==> src/rtl/ps2_keyboard_rx_pkg.sv <==
// Shared types and constants for the PS/2 keyboard receiver.
// Holds frame FSM states, protocol prefix bytes and the scan codes the game reacts to.
package ps2_pkg;

    typedef enum logic [1:0] {
        IDLE,
        DATA,
        PARITY,
        STOP
    } ps2_state_t;

    localparam int         PS2_DATA_BITS = 8;
    localparam logic [7:0] PS2_BREAK     = 8'hF0;
    localparam logic [7:0] PS2_EXT       = 8'hE0;

    localparam logic [7:0] KEY_A = 8'h1C;
    localparam logic [7:0] KEY_D = 8'h23;

    // PS/2 uses odd parity: data bits plus parity bit must hold an odd number of ones.
    function automatic logic oddParityOk(input logic [7:0] data, input logic par);
        return ^{data, par};
    endfunction

endpackage

==> src/rtl/ps2_keyboard_rx_if.sv <==
// Event bus from the PS/2 receiver to the block-movement controller.
// The receiver drives it through master; consumers observe it through slave.
interface ps2_keyboard_rx_if;

    logic [7:0] ps2_out;
    logic       ps2_key_pressed;
    logic       ps2_extended;
    logic       raw_valid;
    logic [7:0] raw_byte;
    logic       frame_err;

    modport master (
        output ps2_out,
        output ps2_key_pressed,
        output ps2_extended,
        output raw_valid,
        output raw_byte,
        output frame_err
    );

    modport slave (
        input ps2_out,
        input ps2_key_pressed,
        input ps2_extended,
        input raw_valid,
        input raw_byte,
        input frame_err
    );

endinterface

==> src/rtl/ps2_keyboard_rx_frame_rx.sv <==
// PS/2 frame receiver: pin synchronizers, falling-edge detect, frame FSM and
// inter-edge timeout, producing one pulse per good byte or per broken frame.
import ps2_pkg::*;

module ps2_frame_rx #(
    parameter int TIMEOUT_CYCLES = 50000
) (
    input  logic       clock,
    input  logic       reset,
    input  logic       i_ps2Clk,
    input  logic       i_ps2Dat,
    output logic       o_rawValid,
    output logic [7:0] o_rawByte,
    output logic       o_frameErr
);

    localparam int                 CNT_W   = (TIMEOUT_CYCLES > 1) ? $clog2(TIMEOUT_CYCLES) : 1;
    localparam logic [CNT_W-1:0]   CNT_MAX = CNT_W'(TIMEOUT_CYCLES - 1);
    localparam logic [2:0]         LAST_BIT = 3'(PS2_DATA_BITS - 1);

    logic             r_clkSync1;
    logic             r_clkSync2;
    logic             r_datSync1;
    logic             r_datSync2;
    logic             r_prevClk;
    ps2_state_t       r_state;
    ps2_state_t       w_nextState;
    logic [7:0]       r_shift;
    logic [2:0]       r_bitCnt;
    logic             r_parity;
    logic [CNT_W-1:0] r_toCnt;

    logic w_fall;
    logic w_timeout;
    logic w_frameGood;
    logic w_stopDone;
    logic w_rawValidNext;
    logic w_frameErrNext;

    assign w_fall      = r_prevClk & ~r_clkSync2;
    // A fall in the same cycle wins over an expiring counter.
    assign w_timeout   = (r_state != IDLE) && (r_toCnt == CNT_MAX) && !w_fall;
    assign w_frameGood = r_datSync2 && oddParityOk(r_shift, r_parity);

    // Pins idle high, so the synchronizers reset to 1 to avoid a false edge.
    always_ff @(posedge clock) begin
        if (reset) begin
            r_clkSync1 <= 1'b1;
            r_clkSync2 <= 1'b1;
            r_datSync1 <= 1'b1;
            r_datSync2 <= 1'b1;
            r_prevClk  <= 1'b1;
        end else begin
            r_clkSync1 <= i_ps2Clk;
            r_clkSync2 <= r_clkSync1;
            r_datSync1 <= i_ps2Dat;
            r_datSync2 <= r_datSync1;
            r_prevClk  <= r_clkSync2;
        end
    end

    always_ff @(posedge clock) begin
        if (reset) begin
            r_state <= IDLE;
        end else begin
            r_state <= w_nextState;
        end
    end

    always_comb begin
        w_nextState = r_state;
        w_stopDone  = 1'b0;
        if (w_timeout) begin
            w_nextState = IDLE;
        end else if (w_fall) begin
            case (r_state)
                IDLE:    if (!r_datSync2) w_nextState = DATA;
                DATA:    if (r_bitCnt == LAST_BIT) w_nextState = PARITY;
                PARITY:  w_nextState = STOP;
                STOP: begin
                    w_nextState = IDLE;
                    w_stopDone  = 1'b1;
                end
                default: w_nextState = IDLE;
            endcase
        end
        w_rawValidNext = w_stopDone & w_frameGood;
        w_frameErrNext = w_timeout | (w_stopDone & ~w_frameGood);
    end

    always_ff @(posedge clock) begin
        if (reset) begin
            r_shift    <= '0;
            r_bitCnt   <= '0;
            r_parity   <= 1'b0;
            r_toCnt    <= '0;
            o_rawValid <= 1'b0;
            o_rawByte  <= '0;
            o_frameErr <= 1'b0;
        end else begin
            o_rawValid <= w_rawValidNext;
            o_frameErr <= w_frameErrNext;
            if (w_rawValidNext) begin
                o_rawByte <= r_shift;
            end

            if (w_fall || r_state == IDLE) begin
                r_toCnt <= '0;
            end else if (r_toCnt != CNT_MAX) begin
                r_toCnt <= r_toCnt + 1'b1;
            end

            if (w_fall) begin
                case (r_state)
                    IDLE:   r_bitCnt <= '0;
                    DATA: begin
                        r_shift  <= {r_datSync2, r_shift[7:1]};
                        r_bitCnt <= r_bitCnt + 3'd1;
                    end
                    PARITY: r_parity <= r_datSync2;
                    default: ;
                endcase
            end
        end
    end

endmodule

==> src/rtl/ps2_keyboard_rx.sv <==
// PS/2 keyboard front end for the game: receives frames and turns make codes
// into single key-press events, dropping break sequences and tagging E0 codes.
import ps2_pkg::*;

module ps2_keyboard_rx #(
    parameter int TIMEOUT_CYCLES = 50000
) (
    input  logic              clock,
    input  logic              reset,
    input  logic              ps2_clk_in,
    input  logic              ps2_dat_in,
    ps2_keyboard_rx_if.master bus
);

    logic       w_rawValid;
    logic [7:0] w_rawByte;
    logic       w_frameErr;

    logic [7:0] r_out;
    logic       r_keyPressed;
    logic       r_extended;
    logic       r_brkPending;
    logic       r_extPending;

    ps2_frame_rx #(
        .TIMEOUT_CYCLES (TIMEOUT_CYCLES)
    ) u_frameRx (
        .clock      (clock),
        .reset      (reset),
        .i_ps2Clk   (ps2_clk_in),
        .i_ps2Dat   (ps2_dat_in),
        .o_rawValid (w_rawValid),
        .o_rawByte  (w_rawByte),
        .o_frameErr (w_frameErr)
    );

    // A broken frame leaves the prefix state unknown, so both flags are dropped.
    always_ff @(posedge clock) begin
        if (reset) begin
            r_out        <= '0;
            r_keyPressed <= 1'b0;
            r_extended   <= 1'b0;
            r_brkPending <= 1'b0;
            r_extPending <= 1'b0;
        end else begin
            r_keyPressed <= 1'b0;
            if (w_frameErr) begin
                r_brkPending <= 1'b0;
                r_extPending <= 1'b0;
            end else if (w_rawValid) begin
                if (w_rawByte == PS2_BREAK) begin
                    r_brkPending <= 1'b1;
                end else if (w_rawByte == PS2_EXT) begin
                    r_extPending <= 1'b1;
                end else if (r_brkPending) begin
                    r_brkPending <= 1'b0;
                    r_extPending <= 1'b0;
                end else begin
                    r_out        <= w_rawByte;
                    r_extended   <= r_extPending;
                    r_keyPressed <= 1'b1;
                    r_extPending <= 1'b0;
                end
            end
        end
    end

    assign bus.ps2_out         = r_out;
    assign bus.ps2_key_pressed = r_keyPressed;
    assign bus.ps2_extended    = r_extended;
    assign bus.raw_valid       = w_rawValid;
    assign bus.raw_byte        = w_rawByte;
    assign bus.frame_err       = w_frameErr;

endmodule

==> src/flat_wrapper.sv <==
// flat-port wrapper written by rule: the top's interface ports become plain ports
module ps2_keyboard_rx_flat 
#(
    parameter int TIMEOUT_CYCLES = 50000
)
  (clock, reset, ps2_clk_in, ps2_dat_in, bus_ps2_out, bus_ps2_key_pressed, bus_ps2_extended, bus_raw_valid, bus_raw_byte, bus_frame_err);
  ps2_keyboard_rx_if bus_i ();
  input  logic clock;
  input  logic reset;
  input  logic ps2_clk_in;
  input  logic ps2_dat_in;
  output wire logic [$bits(bus_i.ps2_out)-1:0] bus_ps2_out;
  output wire logic [$bits(bus_i.ps2_key_pressed)-1:0] bus_ps2_key_pressed;
  output wire logic [$bits(bus_i.ps2_extended)-1:0] bus_ps2_extended;
  output wire logic [$bits(bus_i.raw_valid)-1:0] bus_raw_valid;
  output wire logic [$bits(bus_i.raw_byte)-1:0] bus_raw_byte;
  output wire logic [$bits(bus_i.frame_err)-1:0] bus_frame_err;
  assign bus_ps2_out = bus_i.ps2_out;
  assign bus_ps2_key_pressed = bus_i.ps2_key_pressed;
  assign bus_ps2_extended = bus_i.ps2_extended;
  assign bus_raw_valid = bus_i.raw_valid;
  assign bus_raw_byte = bus_i.raw_byte;
  assign bus_frame_err = bus_i.frame_err;
  ps2_keyboard_rx #(.TIMEOUT_CYCLES(TIMEOUT_CYCLES)) u_core (.clock(clock), .reset(reset), .ps2_clk_in(ps2_clk_in), .ps2_dat_in(ps2_dat_in), .bus(bus_i));
endmodule
==> config.mk <==
export PLATFORM = sky130hd
export DESIGN_NAME = ps2_keyboard_rx_flat
export DESIGN_NICKNAME = d
export VERILOG_FILES = /design/src/rtl/ps2_keyboard_rx_pkg.sv /design/src/rtl/ps2_keyboard_rx_if.sv /design/src/rtl/ps2_keyboard_rx_frame_rx.sv /design/src/rtl/ps2_keyboard_rx.sv /design/src/flat_wrapper.sv
export SDC_FILE = /design/constraint.sdc
export NUM_CORES = 1
export LEC_CHECK = 0
export BUFFER_PORTS_ARGS = -buffer_cell sky130_fd_sc_hd__buf_4
export CORE_ASPECT_RATIO = 0.5
export CORE_UTILIZATION = 58
export DETAILED_ROUTE_END_ITERATION = 8
export PLACE_DENSITY = 0.85
export REMOVE_ABC_BUFFERS = 1
export SLEW_MARGIN = 5
export SYNTH_ARGS = -nofsm -noshare
export SYNTH_HDL_FRONTEND = slang
export SYNTH_SLANG_ARGS = --single-unit
==> constraint.sdc <==
create_clock -name clock -period 2.4 [get_ports clock]
set_input_delay 0.36 -clock clock [delete_from_list [all_inputs] [get_ports clock]]
set_output_delay 0.36 -clock clock [all_outputs]
set_load 0.02 [all_outputs]
# Yosys cells after proc, flatten, opt, wreduce, memory -nomap -nowiden
# Cells that the tools add are included.
# totals
reg_bits	57
output_inout_bits	20
word_cells	73
# op_classes
n_mux	11
eq_ne	11
bitwise	11
n_addsub	2
reduce_logical	20
# ops
cell	n
$add A16 B1 Y16 const B	1
$eq A16 B16 Y1 const B	1
$eq A8 B8 Y1 const B	2
$ne A16 B16 Y1 const B	1
$reduce_and A2 Y1	5
$reduce_xor A9 Y1	1
$pmux W2 S4	1
$mux W1	7
$not A1 Y1	7
$pmux W3 S2	1
$reduce_or A2 Y1	3
$reduce_and A5 Y1	1
$reduce_or A5 Y1	1
$eq A2 B2 Y1 const B	2
$mux W2	2
$ne A2 B2 Y1 const B	2
$reduce_bool A2 Y1	2
$add A3 B1 Y3 const B	1
$and A1 B1 Y1	3
$eq A3 B3 Y1 const B	1
$logic_and A1 B1 Y1	3
$reduce_and A3 Y1	1
$eq A2 B1 Y1 const B	1
$logic_not A2 Y1	1
4 further kinds	4

# Logic depth before layout (Yosys ltp)
# logic_depth
ltp_word	7
mapped_depth	6
ltp_nobuf	6

# By module
# A second synthesis with hierarchy kept.
# hier_totals
hier_cells	267
area_unflattened_um2	2531.2
# by_module_without_submodules
mod	n_inst	seq_area_each_um2	cells_per_inst	area_each_um2
ps2_frame_rx	1	900.9	214	1980.6
ps2_keyboard_rx	1	240.2	53	550.5

# Worst setup path before layout
# Ideal clock, no wire load.
# synth_timing
path_type	reg-to-reg
start	register u_core.u_frameRx.o_rawByte[7]
end	register u_core.r_extended, in the netlist u_core.bus.ps2_extended
path_slack_ns	0.603
path_stages_with_launch	5
arrival_ns	1.669
cell_sequence	dfxtp_1 -> or3b_2 -> o311ai_4 -> mux2i_1 -> nor2_1
# synth_between
elab_chain_cells	3
elab_cells_between_ends	5
classes_between	eq/ne: 2; bitwise: 2; reduce/logical: 1
# synth_rtl
element	line	rtl
from (decl)	ps2_keyboard_rx_frame_rx.sv:13	output logic [7:0] o_rawByte,
from (signal assigned)	ps2_keyboard_rx_frame_rx.sv:104	o_rawByte <= r_shift;
$eq A8 B8 Y1 (on tied branches)	ps2_keyboard_rx.sv:53, ps2_keyboard_rx.sv:51	
$not A1 Y1 (no line)	-	
$reduce_and A5 Y1 (no line) *	-	
to (signal assigned)	ps2_keyboard_rx.sv:60	r_extended <= r_extPending;
to (decl)	ps2_keyboard_rx.sv:21	logic r_extended;
# Every way passes the cells marked *; elsewhere a longest branch is shown, timed or not.
# A chain may end at the register's enable or synchronous reset.

# Worst setup path after layout
# layout_timing
start	register u_core.u_frameRx.o_rawByte[7]
end	register u_core.r_out[6], in the netlist u_core.bus.ps2_out[6]
# layout_between
elab_chain_cells	3
elab_cells_between_ends	5
classes_between	eq/ne: 2; bitwise: 2; reduce/logical: 1
# layout_rtl
element	line	rtl
$eq A8 B8 Y1 (on tied branches)	ps2_keyboard_rx.sv:53, ps2_keyboard_rx.sv:51	
$not A1 Y1 (no line)	-	
$reduce_and A5 Y1 (no line) *	-	
to (signal assigned)	ps2_keyboard_rx.sv:59	r_out <= w_rawByte;
to (decl)	ps2_keyboard_rx.sv:19	logic [7:0] r_out;
# Marked as above.

==> metrics.md <==
| Metric | Value |
|---|---|
| Status | `completed` |
| Post-detail-place hpwl | `3.14 mm` |
| CP bufs+invs | `0` |
| Mapped cell area | `0.00252 mm^2` |
| Peak Freq | `557 MHz` |
| CTS Buf Count | `9` |
| CTS root buffer | `clkbuf_8` |
| CTS Buffer Depth | `2` |
| Crit Path Category | `reg -> reg` |
| Static Leak | `1.13 nW` |
| Clk slew on worst S/H paths | `0.07 ns` |
| Setup bufs post-CTS | `0` |
| CTS tree | `built` |
| Most frequent cell after synthesis | `dfxtp_1` |
| CP Cell Sequence | `or3b_2 > o311ai_4 > mux2i_1 > nor2_1` |
| Min Clock Period, post-route | `1.80 ns` |
| RSZ-0062 raised after global routing | `false` |
| Placed cell count | `341` |
| Worst hold-check path type | `in -> reg` |
| Clock Skew | `0.00707 ns` |
| CP Capture Point | `u_core.bus.ps2_out[6]$_SDFFE_PP0P_` |
| Largest net degree at the start of global routing | `49` |
| First-pass GRT wire length | `7.85 mm` |
| Vias per cell | `5.40` |
| Crit path launch type | `flip-flop` |
| Vias in the first global route | `1840` |
| Die W | `95.2 um` |
| Pre-Repair DR Iteration Count | `4` |
| CTS resizes | `0` |
| Crit path max-delay cell type | `o311ai_4` |
| GPL Wtd Cong | `0.746` |
| Site Rows | `16` |
| Top layer in use | `met4` |
| Crit share post-route | `74.9%` |
| Num Clock Sinks | `57` |
| Crit-path max FO | `10` |
| Synth Flop Type | `dfxtp_1` |
| Final setup violation count | `0` |
| Top-area cell type share of the netlist area | `45.3%` |
| Area Growth Syn to Fin | `18.3%` |
| Die span in y | `48.6 um` |
| WL/cell | `12.7 um` |
| 1st-iter DRT viols | `85` |
| Total gr overflow | `0` |
| Initial Utilization | `62.6%` |
| R2R Setup Slk | `0.60 ns` |
| Number of remaining DRC errors | `0` |
| Levels on crit path | `4` |
| Layout fillers | `277` |
| Core ar. | `0.00402 mm^2` |
| Non-filler cells, final | `357` |
| Setup crit start | `u_core.u_frameRx.o_rawByte[7]$_SDFFE_PP0P_` |
| H-tree Lvls | `3` |
| Worst flop-to-flop path startpoint | `u_core.u_frameRx.o_rawByte[7]$_SDFFE_PP0P_` |
| Gr usage total | `22.7%` |
| Slew HR | `61.9%` |
| Largest delay share family, worst path | `simple AND/OR/NAND/NOR gates` |
| Dominant cells by area after synthesis | `dfxtp_1, mux2i_1, nand2_1` |
| Yosys Warn Count | `0` |
| Die Area | `0.00462 mm^2` |
| Seq cells post-synth | `57` |
| Core Util, Final | `74.0%` |
| Number of flops mapped to enable cells by yosys | `0` |
| Clk_lat worst skew | `0.34 ns` |
| Arrival @ worst endpoint | `2.01 ns` |
| VDD IR max | `0.000361 V` |
| Power Density | `692 mW/mm^2` |
| Post-synth ARST share | `0%` |
| Met3 wire len | `237 um` |
| Avg Cell Area, Syn | `9.26 um^2` |
| Max-slew violations | `0` |
| Via Count | `1928` |
| Hold_ws | `0.212 ns` |
| Post-synth top cells | `dfxtp_1, nand2_1, nor2_1, a21oi_1, nand2b_1` |
| Biggest area consumer among synthesized cells | `dfxtp_1` |
| CP Capture Type | `flip-flop` |
| Final nets | `309` |
| Cells after synthesis | `272` |
| Post-route ant nets | `0` |
| Hold-fix buffers at CTS | `0` |
| Worst EP required | `2.62 ns` |
| CP peak stage delay | `0.51 ns` |
| WL final | `4.53 mm` |
| PortBufs | `23` |
| Multi-input logic area | `0.00131 mm^2` |
| IO Pins | `24` |
| Share of post-route cells with drive strength above 1 | `18.2%` |
| Setup_tns | `0 ns` |
| Wl on met1 | `1.93 mm` |
| Worst-Margin Slew | `0.571 ns` |
| Worst-case reg-to-reg path depth | `4` |
| Post-synthesis sequential area ratio | `45.3%` |
| Distinct cell type count after synthesis | `35` |
| Met2 WL | `2.26 mm` |
| Initial antenna violation count | `0` |
| Sequential cell area | `0.00114 mm^2` |
| Ant. Diodes | `0` |
| Max-cap violation count | `0` |
| Fin. Hold Viols | `0` |
| Reg-to-reg critical path endpoint | `u_core.bus.ps2_out[6]$_SDFFE_PP0P_` |
routing by layer:
layer  up-vias  GRT usage [%]
met5         -              0
met4         0           12.4
met3        13           8.49
met2        52           39.4
met1       891           23.7
li1        972              -
how the worst min path moves through the flow:
stage                                           start                                     end  slack (ns)  cells after the start
2_1_floorplan  u_core.u_frameRx.r_clkSync1$_SDFF_PP1_  u_core.u_frameRx.r_clkSync2$_SDFF_PP1_        0.39                      1
6_report                                   ps2_clk_in  u_core.u_frameRx.r_clkSync1$_SDFF_PP1_        0.21                      2
3_5_place_dp   u_core.u_frameRx.r_clkSync1$_SDFF_PP1_  u_core.u_frameRx.r_clkSync2$_SDFF_PP1_        0.40                      1
5_1_grt                                    ps2_dat_in  u_core.u_frameRx.r_datSync1$_SDFF_PP1_        0.20                      2
3_3_place_gp   u_core.u_frameRx.r_datSync1$_SDFF_PP1_  u_core.u_frameRx.r_datSync2$_SDFF_PP1_        0.39                      1
4_1_cts                                    ps2_clk_in  u_core.u_frameRx.r_clkSync1$_SDFF_PP1_        0.19                      2
stage by stage:
step                      setup slack [ns]  power [W]  cell area (um^2)
after CTS                            0.590    0.00208              2980
after floorplan                      0.616   0.000987              2480
final                                0.603    0.00206              2980
after global placement               0.639    0.00100              2740
after global routing                 0.481    0.00212              2980
after detailed placement             0.595    0.00100              2740
area by class of cell:
| cell class | count | share of cell area, % |
|---|---|---|
| multi-input combinational | 197 | 43.9 |
| sequential | 57 | 38.3 |
| inverter | 8 | 1.01 |
| tap | 54 | 2.27 |
| clock inverter | 6 | 3.53 |
| timing repair buffer | 25 | 6.30 |
| clock buffer | 10 | 4.62 |
worst register-to-register path, cell delays in order, from the launching register on:
cell,delay (ns)
dfxtp_1,0.37
or3b_2,0.50
o311ai_4,0.51
mux2i_1,0.25
nor2_1,0.05
flip-flops by register name, indices dropped and copies added (netlist names), 2 cells and up:
signal	count
u_core.u_frameRx.r_toCnt	16
u_core.bus.ps2_out	8
u_core.u_frameRx.o_rawByte	8
u_core.u_frameRx.r_shift	8
u_core.u_frameRx.r_bitCnt	3
u_core.u_frameRx.r_state	2
layout by cell type, fill, tap and decap left out, types with 2 or more instances in the layout:
cell	instances
dfxtp_1	57
nand2_1	33
nor2_1	27
buf_4	25
a21oi_1	21
nand2b_1	18
mux2i_1	17
nand3_1	11
xnor2_1	10
clkbuf_8	10
inv_1	8
or2_2	8
ha_1	7
or3_1	5
o21ai_0	5
nand4_1	4
o31ai_1	3
nor2b_1	3
nor4_1	3
xor2_1	3
bufinv_16	3
clkinv_2	3
nor3_1	2
or4bb_1	2
a22oi_1	2
where the power goes:
part / switching, W / internal (W) / total (W) / leakage [nW]
clock network: 0.000365 / 0.000712 / 0.00108 / 0.126
logic: 0.0000172 / 0.0000131 / 0.0000303 / 0.543
registers: 0.00000230 / 0.000950 / 0.000952 / 0.460
total: 0.000384 / 0.00167 / 0.00206 / 1.13
cells by family after synthesis:
kind of cell / count (synthesis) / synth area share, %
adders and majority gates: 7 / 3.48
AOI/OAI and AO/OA: 33 / 8.10
muxes: 18 / 7.65
DFF: 57 / 45.3
buffers and inverters: 18 / 2.68
xor gates and xnor gates: 16 / 7.31
and+or+nand+nor: 123 / 25.4
Power figures use the tool's default switching activity.
